[src/rtl/ysyx_23060332_lsu_if.sv]
//------------------------------------------------------------------------------
// Module  : ysyx_23060332_lsu_if
// Brief   : Bundle of the LSU's EXU handshake, data-memory bus and
//           register-file write port. The slave modport is the LSU view;
//           the master modport is the surrounding pipeline/memory view.
// Revision: 1.0 - initial release
//------------------------------------------------------------------------------
`default_nettype none

interface ysyx_23060332_lsu_if #(
  parameter int ADDR_W = 32,
  parameter int XLEN   = 32
);
  // EXU -> LSU handshake
  logic              in_valid;
  logic              in_ready;
  logic [4:0]        in_rd;
  logic              in_rd_wen;
  logic [XLEN-1:0]   in_alu_res;
  logic [XLEN-1:0]   in_store_data;
  logic [1:0]        in_mem_op;
  logic [1:0]        in_mem_size;
  logic              in_mem_unsigned;
  // data-memory bus
  logic              mem_req;
  logic              mem_we;
  logic [ADDR_W-1:0] mem_addr;
  logic [XLEN-1:0]   mem_wdata;
  logic [3:0]        mem_wmask;
  logic [XLEN-1:0]   mem_rdata;
  logic              mem_ack;
  // register-file write port
  logic              reg_wen;
  logic [4:0]        waddr;
  logic [XLEN-1:0]   wdata;
  logic              done;

  modport slave (
    input  in_valid, in_rd, in_rd_wen, in_alu_res, in_store_data,
           in_mem_op, in_mem_size, in_mem_unsigned,
    output in_ready,
    output mem_req, mem_we, mem_addr, mem_wdata, mem_wmask,
    input  mem_rdata, mem_ack,
    output reg_wen, waddr, wdata, done
  );

  modport master (
    output in_valid, in_rd, in_rd_wen, in_alu_res, in_store_data,
           in_mem_op, in_mem_size, in_mem_unsigned,
    input  in_ready,
    input  mem_req, mem_we, mem_addr, mem_wdata, mem_wmask,
    output mem_rdata, mem_ack,
    input  reg_wen, waddr, wdata, done
  );
endinterface

`default_nettype wire

[src/rtl/ysyx_23060332_lsu.sv]
//------------------------------------------------------------------------------
// Module  : ysyx_23060332_lsu
// Brief   : Multi-cycle memory-access / write-back stage. Accepts one EXU
//           result, performs an optional load/store over a req/ack bus,
//           aligns/extends load data and pulses the register-file write.
//           Optional macro YSYX_23060332_LSU_MISALIGN_TRAP_EN adds a
//           misalign output and skips the bus for misaligned half/word ops.
// Revision: 1.0 - initial release
//------------------------------------------------------------------------------
`default_nettype none

module ysyx_23060332_lsu #(
  parameter int ADDR_W = 32,
  parameter int XLEN   = 32
) (
  input  logic                   clk,
  input  logic                   rst,
  ysyx_23060332_lsu_if.slave     bus
`ifdef YSYX_23060332_LSU_MISALIGN_TRAP_EN
  ,
  output logic                   misalign
`endif
);

  typedef enum logic [1:0] {
    S_IDLE = 2'd0,
    S_REQ  = 2'd1,
    S_WB   = 2'd2
  } state_e;

  state_e            state_q;
  logic              in_ready_q;
  logic              mem_req_q;
  logic              mem_we_q;
  logic [ADDR_W-1:0] mem_addr_q;
  logic [XLEN-1:0]   mem_wdata_q;
  logic [3:0]        mem_wmask_q;
  logic              reg_wen_q;
  logic [4:0]        waddr_q;
  logic [XLEN-1:0]   wdata_q;
  logic              done_q;
  // captured instruction attributes needed after acceptance
  logic              wen_ok_q;
  logic              is_load_q;
  logic [1:0]        addr_lo_q;
  logic [1:0]        size_q;
  logic              uns_q;

  logic              w_accept;
  logic              w_is_load;
  logic              w_is_store;
  logic              w_is_mem;
  logic              w_mis;
  logic [1:0]        w_a;
  logic [3:0]        w_wmask;
  logic [XLEN-1:0]   w_wdata;
  logic [7:0]        w_byte;
  logic [15:0]       w_half;
  logic [XLEN-1:0]   w_load_val;

  assign w_accept   = (state_q == S_IDLE) && in_ready_q && bus.in_valid;
  assign w_is_load  = (bus.in_mem_op == 2'b01);
  assign w_is_store = (bus.in_mem_op == 2'b10);
  assign w_is_mem   = w_is_load || w_is_store;
  assign w_a        = bus.in_alu_res[1:0];

`ifdef YSYX_23060332_LSU_MISALIGN_TRAP_EN
  assign w_mis = w_is_mem &&
                 (((bus.in_mem_size == 2'b01) && w_a[0]) ||
                  (bus.in_mem_size[1] && (w_a != 2'b00)));
`else
  assign w_mis = 1'b0;
`endif

  // Store lane enables and lane-replicated write data from the incoming op
  always_comb begin
    w_wmask = 4'b1111;
    w_wdata = bus.in_store_data;
    case (bus.in_mem_size)
      2'b00: begin
        w_wmask = 4'b0001 << w_a;
        w_wdata = {4{bus.in_store_data[7:0]}};
      end
      2'b01: begin
        w_wmask = w_a[1] ? 4'b1100 : 4'b0011;
        w_wdata = {2{bus.in_store_data[15:0]}};
      end
      default: ;
    endcase
  end

  // Load lane selection and sign/zero extension from captured attributes
  always_comb begin
    w_byte     = bus.mem_rdata[{addr_lo_q, 3'b000} +: 8];
    w_half     = addr_lo_q[1] ? bus.mem_rdata[31:16] : bus.mem_rdata[15:0];
    w_load_val = bus.mem_rdata;
    case (size_q)
      2'b00:   w_load_val = {{24{w_byte[7] & ~uns_q}}, w_byte};
      2'b01:   w_load_val = {{16{w_half[15] & ~uns_q}}, w_half};
      default: ;
    endcase
  end

  // Control FSM; every output is a register updated here
  always_ff @(posedge clk or negedge rst) begin
    if (!rst) begin
      state_q     <= S_IDLE;
      in_ready_q  <= 1'b0;
      mem_req_q   <= 1'b0;
      mem_we_q    <= 1'b0;
      mem_addr_q  <= '0;
      mem_wdata_q <= '0;
      mem_wmask_q <= '0;
      reg_wen_q   <= 1'b0;
      waddr_q     <= '0;
      wdata_q     <= '0;
      done_q      <= 1'b0;
      wen_ok_q    <= 1'b0;
      is_load_q   <= 1'b0;
      addr_lo_q   <= '0;
      size_q      <= '0;
      uns_q       <= 1'b0;
    end else begin
      case (state_q)
        S_IDLE: begin
          in_ready_q <= 1'b1;
          if (w_accept) begin
            in_ready_q  <= 1'b0;
            waddr_q     <= bus.in_rd;
            wdata_q     <= bus.in_alu_res;
            wen_ok_q    <= bus.in_rd_wen && (bus.in_rd != 5'd0);
            is_load_q   <= w_is_load;
            addr_lo_q   <= w_a;
            size_q      <= bus.in_mem_size;
            uns_q       <= bus.in_mem_unsigned;
            mem_addr_q  <= {bus.in_alu_res[ADDR_W-1:2], 2'b00};
            mem_wdata_q <= w_wdata;
            mem_wmask_q <= w_wmask;
            if (w_mis) begin
              state_q   <= S_WB;
              done_q    <= 1'b1;
              reg_wen_q <= 1'b0;
            end else if (w_is_mem) begin
              state_q   <= S_REQ;
              mem_req_q <= 1'b1;
              mem_we_q  <= w_is_store;
            end else begin
              state_q   <= S_WB;
              done_q    <= 1'b1;
              reg_wen_q <= bus.in_rd_wen && (bus.in_rd != 5'd0);
            end
          end
        end
        S_REQ: begin
          if (bus.mem_ack) begin
            state_q   <= S_WB;
            mem_req_q <= 1'b0;
            mem_we_q  <= 1'b0;
            done_q    <= 1'b1;
            reg_wen_q <= is_load_q && wen_ok_q;
            if (is_load_q) begin
              wdata_q <= w_load_val;
            end
          end
        end
        S_WB: begin
          state_q    <= S_IDLE;
          done_q     <= 1'b0;
          reg_wen_q  <= 1'b0;
          in_ready_q <= 1'b1;
        end
        default: begin
          state_q    <= S_IDLE;
          mem_req_q  <= 1'b0;
          mem_we_q   <= 1'b0;
          done_q     <= 1'b0;
          reg_wen_q  <= 1'b0;
          in_ready_q <= 1'b0;
        end
      endcase
    end
  end

`ifdef YSYX_23060332_LSU_MISALIGN_TRAP_EN
  logic misalign_q;

  // Misalign flag is high only during the write-back of a trapped access
  always_ff @(posedge clk or negedge rst) begin
    if (!rst) begin
      misalign_q <= 1'b0;
    end else begin
      misalign_q <= w_accept && w_mis;
    end
  end

  assign misalign = misalign_q;
`endif

  assign bus.in_ready  = in_ready_q;
  assign bus.mem_req   = mem_req_q;
  assign bus.mem_we    = mem_we_q;
  assign bus.mem_addr  = mem_addr_q;
  assign bus.mem_wdata = mem_wdata_q;
  assign bus.mem_wmask = mem_wmask_q;
  assign bus.reg_wen   = reg_wen_q;
  assign bus.waddr     = waddr_q;
  assign bus.wdata     = wdata_q;
  assign bus.done      = done_q;

endmodule

`default_nettype wire

[src/flat_wrapper.sv]
// flat-port wrapper written by rule: the top's interface ports become plain ports
module ysyx_23060332_lsu_flat 
#(
  parameter int ADDR_W = 32,
  parameter int XLEN   = 32
)
  (clk, rst, bus_in_valid, bus_in_rd, bus_in_rd_wen, bus_in_alu_res, bus_in_store_data, bus_in_mem_op, bus_in_mem_size, bus_in_mem_unsigned, bus_in_ready, bus_mem_req, bus_mem_we, bus_mem_addr, bus_mem_wdata, bus_mem_wmask, bus_mem_rdata, bus_mem_ack, bus_reg_wen, bus_waddr, bus_wdata, bus_done);
  ysyx_23060332_lsu_if #(.ADDR_W(ADDR_W), .XLEN(XLEN)) bus_i ();
  input  logic clk;
  input  logic rst;
  input wire logic [$bits(bus_i.in_valid)-1:0] bus_in_valid;
  input wire logic [$bits(bus_i.in_rd)-1:0] bus_in_rd;
  input wire logic [$bits(bus_i.in_rd_wen)-1:0] bus_in_rd_wen;
  input wire logic [$bits(bus_i.in_alu_res)-1:0] bus_in_alu_res;
  input wire logic [$bits(bus_i.in_store_data)-1:0] bus_in_store_data;
  input wire logic [$bits(bus_i.in_mem_op)-1:0] bus_in_mem_op;
  input wire logic [$bits(bus_i.in_mem_size)-1:0] bus_in_mem_size;
  input wire logic [$bits(bus_i.in_mem_unsigned)-1:0] bus_in_mem_unsigned;
  output wire logic [$bits(bus_i.in_ready)-1:0] bus_in_ready;
  output wire logic [$bits(bus_i.mem_req)-1:0] bus_mem_req;
  output wire logic [$bits(bus_i.mem_we)-1:0] bus_mem_we;
  output wire logic [$bits(bus_i.mem_addr)-1:0] bus_mem_addr;
  output wire logic [$bits(bus_i.mem_wdata)-1:0] bus_mem_wdata;
  output wire logic [$bits(bus_i.mem_wmask)-1:0] bus_mem_wmask;
  input wire logic [$bits(bus_i.mem_rdata)-1:0] bus_mem_rdata;
  input wire logic [$bits(bus_i.mem_ack)-1:0] bus_mem_ack;
  output wire logic [$bits(bus_i.reg_wen)-1:0] bus_reg_wen;
  output wire logic [$bits(bus_i.waddr)-1:0] bus_waddr;
  output wire logic [$bits(bus_i.wdata)-1:0] bus_wdata;
  output wire logic [$bits(bus_i.done)-1:0] bus_done;
  assign bus_i.in_valid = bus_in_valid;
  assign bus_i.in_rd = bus_in_rd;
  assign bus_i.in_rd_wen = bus_in_rd_wen;
  assign bus_i.in_alu_res = bus_in_alu_res;
  assign bus_i.in_store_data = bus_in_store_data;
  assign bus_i.in_mem_op = bus_in_mem_op;
  assign bus_i.in_mem_size = bus_in_mem_size;
  assign bus_i.in_mem_unsigned = bus_in_mem_unsigned;
  assign bus_in_ready = bus_i.in_ready;
  assign bus_mem_req = bus_i.mem_req;
  assign bus_mem_we = bus_i.mem_we;
  assign bus_mem_addr = bus_i.mem_addr;
  assign bus_mem_wdata = bus_i.mem_wdata;
  assign bus_mem_wmask = bus_i.mem_wmask;
  assign bus_i.mem_rdata = bus_mem_rdata;
  assign bus_i.mem_ack = bus_mem_ack;
  assign bus_reg_wen = bus_i.reg_wen;
  assign bus_waddr = bus_i.waddr;
  assign bus_wdata = bus_i.wdata;
  assign bus_done = bus_i.done;
  ysyx_23060332_lsu #(.ADDR_W(ADDR_W), .XLEN(XLEN)) u_core (.clk(clk), .rst(rst), .bus(bus_i));
endmodule
[config.mk]
export PLATFORM = sky130hd
export DESIGN_NAME = ysyx_23060332_lsu_flat
export DESIGN_NICKNAME = d
export VERILOG_FILES = /design/src/rtl/ysyx_23060332_lsu_if.sv /design/src/rtl/ysyx_23060332_lsu.sv /design/src/flat_wrapper.sv
export SDC_FILE = /design/constraint.sdc
export NUM_CORES = 1
export LEC_CHECK = 0
export CORE_ASPECT_RATIO = 0.75
export CORE_MARGIN = 10
export CORE_UTILIZATION = 38
export CTS_CLUSTER_DIAMETER = 120
export CTS_CLUSTER_SIZE = 28
export DETAILED_ROUTE_END_ITERATION = 8
export DONT_BUFFER_PORTS = 1
export GPL_TIMING_DRIVEN = 0
export PLACE_DENSITY_LB_ADDON = 0.05
export SKIP_CTS_REPAIR_TIMING = 1
export SYNTH_ARGS = -nofsm -noshare
export SYNTH_HDL_FRONTEND = slang
export SYNTH_SLANG_ARGS = --single-unit
[constraint.sdc]
create_clock -name clk -period 2.51 [get_ports clk]
set_input_delay 0.6275 -clock clk [delete_from_list [all_inputs] [get_ports clk]]
set_output_delay 0.6275 -clock clk [all_outputs]
set_load 0.02 [all_outputs]
==> summary.txt, run 1 <==
Global routing
  – GRT overflow: 0
  – Largest net degree at the start of global routing: 118
  – Grt met1 use: 0.261
  – First-pass GRT wire length: around 32000 µm
  – Met3 GRT Util: 0.0970
  – Initial antenna violation count: 0
  – Busiest layer in global routing: met2
  – M2 GR Usage: 0.294
  – Tot GR Track Use: 0.203
  – Vias in the first global route: 4954

Worst setup path
  – Critical path type: register to register
  – End of the worst register-to-register path: u_core.bus.mem_addr[29]$_DFFE_PN0P_
  – CP dominant cell by count: nand2_1
  – Worst reg2reg setup slack: 530 ps
  – CP max stage delay: 580 ps
  – WP data required: approximately 2900 ps
  – R2r worst-path depth: 6
  – Worst EP arrival: 2340 ps
  – CP max stage cell: dfrtp_1
  – Crit start category: register
  – CP endpoint kind: register
  – Worst Path Max Fanout: 10
  – Cells along the critical path: nand2_1 -> nor3_1 -> buf_2 -> buf_1 -> nand2_1 -> nand2_1
  – R2R Path Start: u_core.bus.in_ready$_DFFE_PN0N_

Yosys
  – Yosys reg bits: 117
  – Post-Synth XOR/XNOR Area: 0
  – Largest family of logic cells by synthesized area: simple AND/OR/NAND/NOR gates
  – Mapped Area: roughly 5700 µm²
  – Multiplexer area fraction after synthesis: 0.0630
  – Post-synth EDFFs: 0
  – Synth Area in Compound Gates: 0.144
  – Post-synthesis sequential area ratio: 0.511
  – Synth Area in Simple Gates: 0.221
  – Count of cell types in the netlist: 49
  – Warnings from Yosys: 0
  – Avg Cell Area, Syn: 9.13 µm²
  – Asr flop ratio synth: 1.00
  – Gate Count Post-Synth: 627
  – Synth Area in Adders: 0.00437
  – Main synth FF type: dfrtp_1

Timing
  – Worst slew margin: 0.547
  – Max frequency: 505 MHz
  – Max-slew violation count: 0
  – RSZ-0062 raised after global routing: no
  – Final hold vios: around 120
  – Minimum clock period: roughly 2000 ps
  – Final setup fails: 0
  – Post-route clock period utilization: 0.789
  – WHS: -95.9 ps
  – Setup TNS: 0 ps
  – Skew final: 5.58 ps
  – Worst slew pin tran: about 680 ps

CTS
  – Worst-Skew Late Latency: about 420 ps
  – CTS Buffer Depth: 2
  – Clock sink count: 117
  – CTS root buf: clkbuf_16
  – H-tree levels: 4
  – CTS tree: built
  – Total CTS buffers: 17
  – Clk slew on worst S/H paths: approximately 60 ps

Floorplanning
  – Die height: 126 µm
  – Starting Density: 0.392
  – DIE AREA: 20400 µm²
  – Core area: 14600 µm²
  – Row cnt: 38
  – Ports: 221
  – Die Wd: 162 µm

Place
  – RD Place Congestion: ~0.86
  – Post-DP HPWL: 16100 µm
  – Quantity of I/O buffers inserted on ports: 0

Cells and area
  – # fillers: 1460
  – Final core occ: 0.451
  – Fraction of layout cells with a size suffix above 1: 0.100
  – Final nets: 760
  – Synthesis-to-finish area growth: 15.0%
  – Inserted Diodes: 0

Route
  – Per-cell routed wire length: 24.4 µm
  – DRT Wirelength: 21000 µm
  – DRT antenna net count: 0
  – Drt first pass iters: 4
  – # DRC: 0
  – Starting DRT DRC Count: 436
  – Detailed-route via count: 4824
  – DR vias/cell: 5.61

Power
  – Worst vdd ir: 0.000550 V
  – Leak: 3.05 nW
  – Pwr Density: 1480 nW/µm²

Hold path
  – Hold WC Path Type: input port to async pin

Run status
  – Failing checks: hold timing
  – Status: finished, violations left

Run
  – Max-Cap Viols: 0
==> power by group <==
| part | internal, W | leakage [nW] | switching, W | total (W) |
|---|---|---|---|---|
| registers | 0.00278 | 1.41 | 0.00179 | 0.00457 |
| clock network | 0.00156 | 0.282 | 0.000936 | 0.00250 |
| logic | 0.000994 | 1.36 | 0.00169 | 0.00268 |
| total | 0.00534 | 3.05 | 0.00442 | 0.00975 |
==> critical path, delay by kind of cell, from the launching register on <==
family / cells / cell delay (ps)
DFF: 1 / 580
buffers and inverters: 2 / 720
and+or+nand+nor: 4 / 620
==> registers in the layout, summed over array words and instances, names as in the netlist, 2 cells and up <==
signal                cells
u_core.bus.wdata         32
u_core.bus.mem_addr      30
u_core.size_q             2
u_core.bus.waddr          5
u_core.state_q            2
u_core.bus.mem_wmask      4
u_core.addr_lo_q          2
u_core.bus.mem_wdata     32
==> metrics by stage <==
stage | worst slack (ps) | std cells | area (µm²) | hold WS [ps] | power (W)
floorplan | 797 | 628 | 5730 | 332 | 0.00628
global placement | 499 | 828 | 5980 | 336 | 0.00722
detailed placement | 484 | 828 | 5980 | 336 | 0.00731
CTS | 486 | 860 | 6590 | -114 | 0.00986
global route | 230 | 860 | 6590 | -120 | 0.0104
finish | 528 | 860 | 6590 | -95.9 | 0.00975
==> Yosys cell counts (2+ instances only) <==
| cell type | n | area share |
|---|---|---|
| a21oi_1 | 36 | 0.031 |
| buf_4 | 2 | 0.0026 |
| nand2_1 | 193 | 0.13 |
| a211oi_1 | 8 | 0.010 |
| inv_1 | 15 | 0.0098 |
| buf_1 | 4 | 0.0026 |
| buf_6 | 9 | 0.018 |
| o221ai_1 | 7 | 0.011 |
| a221oi_1 | 7 | 0.011 |
| o21ai_0 | 55 | 0.048 |
| dfrtp_1 | 117 | 0.51 |
| nor3_1 | 4 | 0.0035 |
| a31oi_1 | 5 | 0.0055 |
| nand3b_1 | 2 | 0.0026 |
| mux2i_1 | 36 | 0.063 |
| nor2_1 | 18 | 0.012 |
| or3_1 | 18 | 0.020 |
| nor4bb_1 | 7 | 0.012 |
| and3_1 | 7 | 0.0076 |
| nor2b_1 | 3 | 0.0033 |
| nand3_1 | 4 | 0.0035 |
| a21oi_2 | 3 | 0.0046 |
| nand2b_1 | 6 | 0.0066 |
| buf_2 | 10 | 0.0087 |
| ha_1 | 2 | 0.0044 |
| clkbuf_1 | 21 | 0.014 |
| o211ai_1 | 6 | 0.0079 |
==> logic make-up (layout without fill, tap and decap cells) <==
logic type / count (synthesis) / count (layout)
flip-flops: 117 / 117
multiplexers: 36 / 36
AND/OR/NAND/NOR: 273 / 273
buffers and inverters: 61 / 93
AO/OA/AOI/OAI: 137 / 137
other: 1 / 2
adder cells (fa/ha/maj): 2 / 2
==> worst max path at each step <==
stage | startpoint | endpoint | slack (ps) | cells past startpoint
after floorplan | bus_in_mem_op[0] | u_core.bus.reg_wen$_DFFE_PN0P_ | 800 | 6
after global placement | u_core.bus.in_ready$_DFFE_PN0N_ | u_core.bus.mem_addr[29]$_DFFE_PN0P_ | 500 | 6
after detailed placement | bus_mem_rdata[15] | u_core.bus.wdata[25]$_DFFE_PN0P_ | 480 | 5
after CTS | u_core.bus.in_ready$_DFFE_PN0N_ | u_core.bus.mem_addr[29]$_DFFE_PN0P_ | 490 | 6
after global routing | u_core.bus.in_ready$_DFFE_PN0N_ | u_core.uns_q$_DFFE_PN0P_ | 230 | 6
final | u_core.bus.in_ready$_DFFE_PN0N_ | u_core.bus.mem_addr[29]$_DFFE_PN0P_ | 530 | 6
==> layer usage <==
metal | up-vias | wire length (µm)
met1 | 2427 | 9030
li1 | 2181 | -
met2 | 195 | 9250
met3 | 21 | 2390
met5 | - | 0
met4 | 0 | 324
==> area by class of cell <==
type                       instances  area (µm²)  share of cell area
multi-input combinational        450        2480               0.377
clock inverter                    15         181              0.0276
clock buffer                      17         425              0.0646
inverter                          15        56.3             0.00855
tap                              200         250              0.0380
buffer                            46         260              0.0395
sequential                       117        2930               0.445
==> cells in the final DEF, fill, tap and decap left out, types with 6 or more instances in the layout <==
cell | synthesis | layout
and3_1 | 7 | 7
nor2_1 | 18 | 18
buf_2 | 10 | 10
o221ai_1 | 7 | 7
o21ai_0 | 55 | 55
a211oi_1 | 8 | 8
or3_1 | 18 | 18
inv_1 | 15 | 15
buf_6 | 9 | 9
clkbuf_1 | 21 | 21
o211ai_1 | 6 | 6
nor4bb_1 | 7 | 7
mux2i_1 | 36 | 36
a21oi_1 | 36 | 36
dfrtp_1 | 117 | 117
clkbuf_16 | 0 | 17
nand2_1 | 193 | 193
nand2b_1 | 6 | 6
a221oi_1 | 7 | 7
Power figures use the tool's default switching activity.
==> run 2, diff against run 1 <==
- clock period: 2.51 -> 1.7 ns (I/O delays scaled with it)
==> summary.txt, run 2 (synthesis gave the netlist of run 1 again) <==
Cells and area
  – Inserted Diodes: 0
  – Fraction of layout cells with a size suffix above 1: 0.198
  – Synthesis-to-finish area growth: 22.7%
  – Most frequent cells in the layout: 193 x nand2_1, 115 x dfrtp_1, 41 x o21ai_0
  – Final core occ: 0.481
  – Final nets: 772
  – Fin cells: between 800 and 900
  – Most common cell after layout, fill and taps aside: nand2_1

Timing
  – WHS: -302 ps
  – Final setup margin: 21.6 ps
  – Max frequency: 596 MHz
  – Max-slew violation count: 0
  – Final hold vios: 117
  – Worst slew pin tran: between 500 and 600 ps
  – Minimum clock period: 1680 ps
  – Skew final: 8.02 ps
  – Final setup fails: 0
  – Worst slew margin: 0.646
  – RSZ-0062 raised after global routing: yes
  – Post-route clock period utilization: 0.987

Global routing
  – Largest net degree at the start of global routing: 118
  – First-pass GRT wire length: approximately 32000 µm
  – Tot GR Track Use: 0.203
  – Vias in the first global route: between 4k and 5k
  – Initial antenna violation count: 0
  – GRT overflow: 0

Hold path
  – Hold WC Path Type: input port to async pin

Route
  – DRT Wirelength: 21400 µm
  – Drt first pass iters: 5
  – DRT antenna net count: 0
  – DR vias/cell: roughly 5.5
  – Starting DRT DRC Count: 430
  – # DRC: 0
  – Per-cell routed wire length: around 25 µm
  – Detailed-route via count: 4810

Run status
  – Failing checks: hold timing
  – Status: finished, violations left

Power
  – Pwr Density: 2160 nW/µm²
  – Worst vdd ir: about 0.00081 V
  – Leak: around 3.3 nW

CTS
  – CTS root buf: clkbuf_16
  – CTS Buffer Depth: 2
  – Total CTS buffers: 17
  – Clock sink count: roughly 120
  – H-tree levels: 4
  – Clk slew on worst S/H paths: approximately 60 ps
  – CTS tree: built
  – Worst-Skew Late Latency: 420 ps

Worst setup path
  – WP data required: 2000 ps
  – Cells along the critical path: buf_6 -> nand4bb_4 -> buf_4 -> clkbuf_16 -> or3_1 -> o21ai_2 -> a21oi_1
  – CP max stage cell: dfrtp_1
  – Worst Path Max Fanout: 7
  – Critical path type: register to register
  – Critical path's top delay family: simple AND/OR/NAND/NOR gates
  – Crit start category: register
  – CP max stage delay: 370 ps
  – CP endpoint kind: register
  – Worst EP arrival: 1980 ps
  – Buffers and inverters on the worst path: 3

Place
  – Number of cells after detailed placement: 828
  – Placement Setup Slack: -317 ps
  – RD Place Congestion: 0.861
  – Post-DP HPWL: 16100 µm
  – Quantity of I/O buffers inserted on ports: 0

Floorplanning
  – Row cnt: 38
  – Core area: 14600 µm²
  – Die Wd: 162 µm
  – DIE AREA: about 20000 µm²
  – Die height: 126 µm
  – Starting Density: 0.392
  – Ports: 221

Run
  – Max-Cap Viols: 0
## run 2: changes by cell type in the layout (fill, tap and decap cells not counted), sizes merged
cell,delta
buf,+9
clkbuf,+3
## run 2: power by group
part / total, W / internal (W) / switching, W
sequential: 0.00678 / 0.00411 / 0.00267
clock: 0.00370 / 0.00231 / 0.00139
combinational: 0.00471 / 0.00196 / 0.00275
total: 0.0152 / 0.00837 / 0.00681
## run 2: metal layers
metal / part of all wire / up-vias / GRT usage
li1: - / 2212 / -
met1: 0.42 / 2401 / 0.261
met2: 0.44 / 171 / 0.294
met3: 0.12 / 26 / 0.0970
met4: 0.016 / 0 / 0.0651
met5: 0 / - / 0
## run 2: worst reg2reg max path: stages (launching register included)
cell,delay (ps)
dfrtp_1,370
buf_6,140
nand4bb_4,220
buf_4,170
clkbuf_16,150
or3_1,380
o21ai_2,80
a21oi_1,50
## run 2: path summary, 6_finish.rpt
path | endpoint | slack [ps] | depth (start not counted) | from
min in group clk | u_core.bus.mem_addr[25]$_DFFE_PN0P_ | 110 | 2 | bus_in_alu_res[25]
min | u_core.bus.mem_wdata[28]$_DFFE_PN0P_ | -300 | 0 | rst
min reg2reg | u_core.wen_ok_q$_DFFE_PN0P_ | 490 | 2 | u_core.wen_ok_q$_DFFE_PN0P_
max in group asynchronous | u_core.bus.in_ready$_DFFE_PN0N_ | 1730 | 0 | rst
max reg2reg | u_core.bus.wdata[7]$_DFFE_PN0P_ | 20 | 7 | u_core.state_q[1]$_DFFE_PN0P_
max | u_core.bus.wdata[7]$_DFFE_PN0P_ | 20 | 7 | u_core.state_q[1]$_DFFE_PN0P_
## run 2: final cells by class
| class | count | area [µm²] |
|---|---|---|
| fill | 1427 | 7570 |
| sequential | 117 | 2930 |
| multi-input combinational | 450 | 2700 |
| clock buffer | 17 | 425 |
| buffer | 46 | 350 |
| tap | 200 | 250 |
| clock inverter | 15 | 181 |
| timing repair buffer | 12 | 129 |
| inverter | 15 | 56.3 |
## run 2: through the flow
stage	setup TNS, ps	area [µm²]	hold WS, ps	total power [W]
2_1_floorplan	0	5730	129	0.00927
3_3_place_gp	-13770	5980	134	0.0107
3_5_place_dp	-15070	5980	134	0.0108
4_1_cts	-16510	6590	-316	0.0146
5_1_grt	-956	7020	-323	0.0161
6_report	0	7020	-302	0.0152
==> run 3, diff against run 2 <==
- ABC_CLOCK_PERIOD_IN_PS: default -> 1700
==> results of run 3 <==
The final DEF is identical to that of run 2; final timing and power are the same.
